<file path="src/rtl/pic_gpio_bank.sv">
// pic_gpio_bank: PIC-style GPIO ports with output latch, TRIS, input synchroniser and interrupt-on-change
module pic_gpio_bank #(
    parameter int NUM_PORTS   = 3,
    parameter int PORT_WIDTH  = 8,
    parameter int SYNC_STAGES = 2,
    parameter int SEL_W       = 2
) (
    input  logic                            clk,
    input  logic                            rst,
    input  logic [SEL_W-1:0]                port_sel,
    input  logic                            wr_lat,
    input  logic                            wr_tris,
    input  logic                            wr_ioc_mask,
    input  logic                            clr_ioc,
    input  logic [PORT_WIDTH-1:0]           wr_data,
    output logic [PORT_WIDTH-1:0]           rd_data,
    output logic [PORT_WIDTH-1:0]           rd_flags,
    input  logic [NUM_PORTS*PORT_WIDTH-1:0] pad_in,
    output logic [NUM_PORTS*PORT_WIDTH-1:0] pad_out,
    output logic [NUM_PORTS*PORT_WIDTH-1:0] pad_oe,
    output logic                            irq
);
    localparam int PRIME_MAX = SYNC_STAGES + 1;
    localparam int CW = $clog2(PRIME_MAX + 1);

    logic [CW-1:0] primeCnt;
    logic primed;
    logic [NUM_PORTS-1:0][PORT_WIDTH-1:0] syncOut, flags;

    // Change detection stays blind until the synchroniser and prev register hold real pin data
    assign primed = primeCnt == CW'(PRIME_MAX);

    always_ff @(posedge clk)
        primeCnt <= rst ? '0 : (primed ? primeCnt : primeCnt + 1'b1);

    for (genvar p = 0; p < NUM_PORTS; p++) begin : g_port
        logic hit;
        logic [PORT_WIDTH-1:0] lat, tris, mask, prev, flagReg, setF, clrF;
        logic [SYNC_STAGES-1:0][PORT_WIDTH-1:0] syncReg;
        assign hit = port_sel == SEL_W'(p);
        assign setF = (syncOut[p] ^ prev) & mask & tris & {PORT_WIDTH{primed}};
        assign clrF = (hit & clr_ioc) ? wr_data : '0;
        always_ff @(posedge clk) begin
            if (rst) begin
                lat     <= '0;
                tris    <= '1;
                mask    <= '0;
                prev    <= '0;
                flagReg <= '0;
                syncReg <= '0;
            end else begin
                if (hit & wr_lat) lat <= wr_data;
                if (hit & wr_tris) tris <= wr_data;
                if (hit & wr_ioc_mask) mask <= wr_data;
                syncReg <= {syncReg[SYNC_STAGES-2:0], pad_in[p*PORT_WIDTH +: PORT_WIDTH]};
                prev    <= syncOut[p];
                flagReg <= (flagReg & ~clrF) | setF;
            end
        end
        assign syncOut[p] = syncReg[SYNC_STAGES-1];
        assign flags[p]   = flagReg;
        assign pad_out[p*PORT_WIDTH +: PORT_WIDTH] = lat;
        assign pad_oe[p*PORT_WIDTH +: PORT_WIDTH]  = ~tris;
    end

    always_comb begin
        rd_data  = '0;
        rd_flags = '0;
        for (int i = 0; i < NUM_PORTS; i++) begin
            rd_data  = (port_sel == SEL_W'(i)) ? syncOut[i] : rd_data;
            rd_flags = (port_sel == SEL_W'(i)) ? flags[i] : rd_flags;
        end
    end

    assign irq = |flags;
endmodule

</file>
<file path="config.mk">
export PLATFORM = sky130hd
export DESIGN_NAME = pic_gpio_bank
export DESIGN_NICKNAME = d
export VERILOG_FILES = /design/src/rtl/pic_gpio_bank.sv
export SDC_FILE = /design/constraint.sdc
export NUM_CORES = 1
export LEC_CHECK = 0
export ABC_AREA = 0
export CAP_MARGIN = 10
export CELL_PAD_IN_SITES_DETAIL_PLACEMENT = 1
export CELL_PAD_IN_SITES_GLOBAL_PLACEMENT = 1
export CORE_MARGIN = 2
export CORE_UTILIZATION = 36
export DETAILED_ROUTE_END_ITERATION = 10
export GPL_TIMING_DRIVEN = 0
export PLACE_DENSITY_LB_ADDON = 0.1
export SETUP_SLACK_MARGIN = 0.3
export SKIP_CTS_REPAIR_TIMING = 1
export SLEW_MARGIN = 20
export SYNTH_ARGS = -nofsm -noshare
export SYNTH_HDL_FRONTEND = slang
export SYNTH_SLANG_ARGS = --single-unit
</file>
<file path="constraint.sdc">
create_clock -name clk -period 2.6 [get_ports clk]
set_input_delay 0.26 -clock clk [delete_from_list [all_inputs] [get_ports clk]]
set_output_delay 0.26 -clock clk [all_outputs]
set_load 0.03 [all_outputs]
</file>
==> impl_metrics.tcl <==
set metrics [dict create \
    status "completed" \
    synth.cells.most_frequent "dfxtp_1 (170), nor2b_1 (73), nor2_1 (50), mux2i_1 (49)" \
    floorplan.io_pins 105 \
    slowest_stage_cell_crit_path "clkdlybuf4s50_1" \
    layout_setup_ws_ns 0.391 \
    finalClockSkew_ns 0.00770 \
    site_rows 48 \
    grtUsageTotal_pct 21.2 \
    timing.setup.tns_ns 0 \
    final_max_slew_viol_count 0 \
    drive_gt1_share_pct 7.81 \
    via_count 5089 \
    clock-sinks 170 \
    cts_root_buf "clkbuf_16" \
    cp_num_buf_inv 4 \
    most_prevalent_standard_cell_on_the_critical_path "buf_4" \
    cts_max_level 4 \
    worst-endpoint-arrival_ns 1.95 \
    drt_first_pass_iters 5 \
    netlist-cell-type-count 30 \
    synth.ff_latch_count 170 \
    design.die.area_um2 19000 \
    finalWeightedCongestion 0.823 \
    post_layout_net_count 809 \
    critPathMaxFanout 10 \
    hold_ws_ns 0.297 \
    final_cells 1006 \
    clockPowerShare_pct 42.0 \
    post-dp-hpwl_mm 14.2 \
    wire_per_inst_um 19.2 \
    synthDominantCellAreaShare_pct 52.8 \
    critical_path.cell_chain "buf_4 -> nor2b_2 -> buf_4 -> buf_4 -> nand2_1 -> o21ai_1 -> clkdlybuf4s50_1" \
    power.switching_w 0.00147 \
    critical_path_required_ns 2.34 \
    hold_class "in -> reg" \
    finalCritPeriodShare_pct 84.9 \
    cpPeakStageDelay_ns 0.68 \
    die_height_um 138 \
    cp_top_family "buffers and inverters" \
    netlist_area_um2 6440 \
    clk_pin_slew_ns 0.06 \
    tritoncts.num_buffers 17 \
    max_freq_mhz 453 \
    timing_worst_setup_path_type "in -> out" \
    grt_antenna_before_repair 0 \
    clock_insertion_delay_worst_skew_ns 0.43 \
    via_count_of_the_first_global_routing_pass 5189 \
    design_area_um2 8330 \
    synth.net_count 690 \
    synthToLayoutAreaGrowth_pct 29.3 \
    grt_max_degree 17 \
    ys.warnings.count 0 \
    vdd_ir_drop_max_mv 0.455 \
    setup_viol 0 \
    die_x_um 138 \
    leakagePower_nw 3.97 \
    routed_via_density 5.06 \
    slew_headroom_pct 46.9 \
    grt_first_pass_wirelength_mm 29.2 \
    synth_enable_flop_cells 0 \
    power.switching_fraction_pct 25.4 \
    detail-route-antenna-nets 0 \
    post_synth_inst_count 649 \
    fraction_of_the_yosys_area_taken_by_sequential_cells_pct 52.8 \
    end_kind "output port" \
    place_worst_setup_slack_ns 0.150 \
    placed_cells_incl_taps 974 \
    synth.top_cells.by_area "dfxtp_1 (53%), mux2i_1 (7.6%), nor2b_1 (7.1%)" \
    power_density_nw_per_um2 692 \
    startpoint_type "primary input" \
    place.port_buffers 100 \
    period_needed_ns 2.21 \
    power_frac_seq_pct 47.8 \
    tritoncts "built" \
    insertedDiodeCount 0 \
    rsz0062_at_grt "false" \
    worst_slew_pin_slew_ns 0.797 \
    synth_area_per_cell_um2 9.93 \
    dr.first_iter.drc_count 290 \
    synth_flop_cell "dfxtp_1" \
    power.share.combinational_pct 10.1 \
    yosysTopAreaCell "dfxtp_1" \
    initial_utilization_pct 37.0 \
    internal_power_w 0.00430 \
    clk_path_buf_depth 2 \
    async_flop_share_pct 0 \
    detail_route.drc_violations 0 \
    aggregate_routed_wire_length_mm 19.4 \
    cap_viol_max_count 0 \
    globalRoute.totalOverflow 0 \
    place_area_um2 7720 \
    filler_cell_count 1939 \
    core_um2 17400 \
    synthMostInstantiatedCell "dfxtp_1" \
    hold_violations 0 \
]
-- power groups by stage --
stage / registers [W] / logic, W / clock network [W]
after floorplan: 0.00282 / 0.000321 / 0
after global placement: 0.00281 / 0.000571 / 0
after detailed placement: 0.00282 / 0.000586 / 0
after CTS: 0.00276 / 0.000591 / 0.00248
after global routing: 0.00277 / 0.000630 / 0.00259
final: 0.00276 / 0.000585 / 0.00242
-- layer usage --
metal | routed length (um) | track usage (%) | vias up
met4 | 486 | 8.16 | 0
met2 | 9460 | 35.7 | 154
met5 | 0 | 0 | -
met1 | 8380 | 26.5 | 2468
li1 | - | - | 2433
met3 | 1020 | 4.53 | 34
-- cells by family (layout without fill, tap and decap cells) --
kind of cell               count (synthesis)  after routing  synth area share [%]
and+or+nand+nor                          215            215                  18.0
DFF                                      170            170                  52.8
AOI/OAI and AO/OA                        104            104                  11.8
buffers and inverters                     85            217                  6.14
muxes                                     49             49                  7.61
xor gates and xnor gates                  25             25                  3.40
adders and majority gates                  1              1                 0.194
-- tightest hold or removal path: cells and delay by family --
family / cells / cell delay [ns]
buf+inv: 1 / 0.15
simple gates: 2 / 0.19
compound gates: 1 / 0.10
-- per-stage QoR --
stage	utilization, %	power, W
floorplan	-	0.00314
global placement	44.4	0.00338
detailed placement	44.4	0.00340
CTS	47.6	0.00583
global route	47.8	0.00598
finish	47.8	0.00577
-- placed cells by master, fill, tap and decap left out --
cell type	Yosys	final
nor2b_2	1	1
nor4_1	6	6
clkbuf_8	0	1
nor3b_4	2	2
clkbuf_16	0	17
dlymetal6s2s_1	0	16
nand2_1	32	32
a21oi_1	32	32
a41o_1	24	24
nand3b_1	4	4
clkinvlp_4	0	3
a211o_1	24	24
dfxtp_1	170	170
clkdlybuf4s50_1	0	84
clkbuf_1	25	28
nor2b_1	73	73
buf_1	2	2
inv_2	2	2
o21ai_1	16	16
inv_1	30	30
nand2b_1	16	16
bufinv_16	0	1
nand3_1	17	17
mux2i_1	49	49
nor3b_1	2	2
xor2_1	25	25
and3b_1	2	2
nor2_1	50	50
clkinv_4	0	4
nand2_2	1	1
and3_1	8	8
a311oi_1	8	8
inv_6	0	3
buf_2	13	13
ha_1	1	1
and4_1	1	1
buf_4	10	10
buf_6	3	3
-- layout make-up --
cell class	count	area, um2	share of cell area (%)
Sequential cell	170	3400	40.9
Multi-Input combinational cell	394	2640	31.7
Timing Repair Buffer	100	1040	12.5
Clock buffer	21	450	5.41
Tap cell	225	282	3.38
Buffer	53	275	3.30
Inverter	32	120	1.44
Clock inverter	11	114	1.37
-- state kept, by name (all words and copies together), names as in the netlist --
register        flops
g_port.prev        24
g_port.lat         24
g_port.mask        24
g_port.tris        24
primeCnt            2
g_port.flagReg     24
g_port.syncReg     48
-- worst paths after layout --
kind                                 to  cells past startpoint  slack [ns]                  from
setup reg to reg   g_port[2].flagReg[3]                      5        0.90           primeCnt[0]
hold reg to reg   g_port[1].syncReg[12]                      1        0.44  g_port[1].syncReg[4]
hold / removal        g_port[0].tris[2]                      4        0.30           port_sel[1]
setup / recovery             rd_data[7]                      7        0.39           port_sel[1]
(Power assumes the default switching activity.)
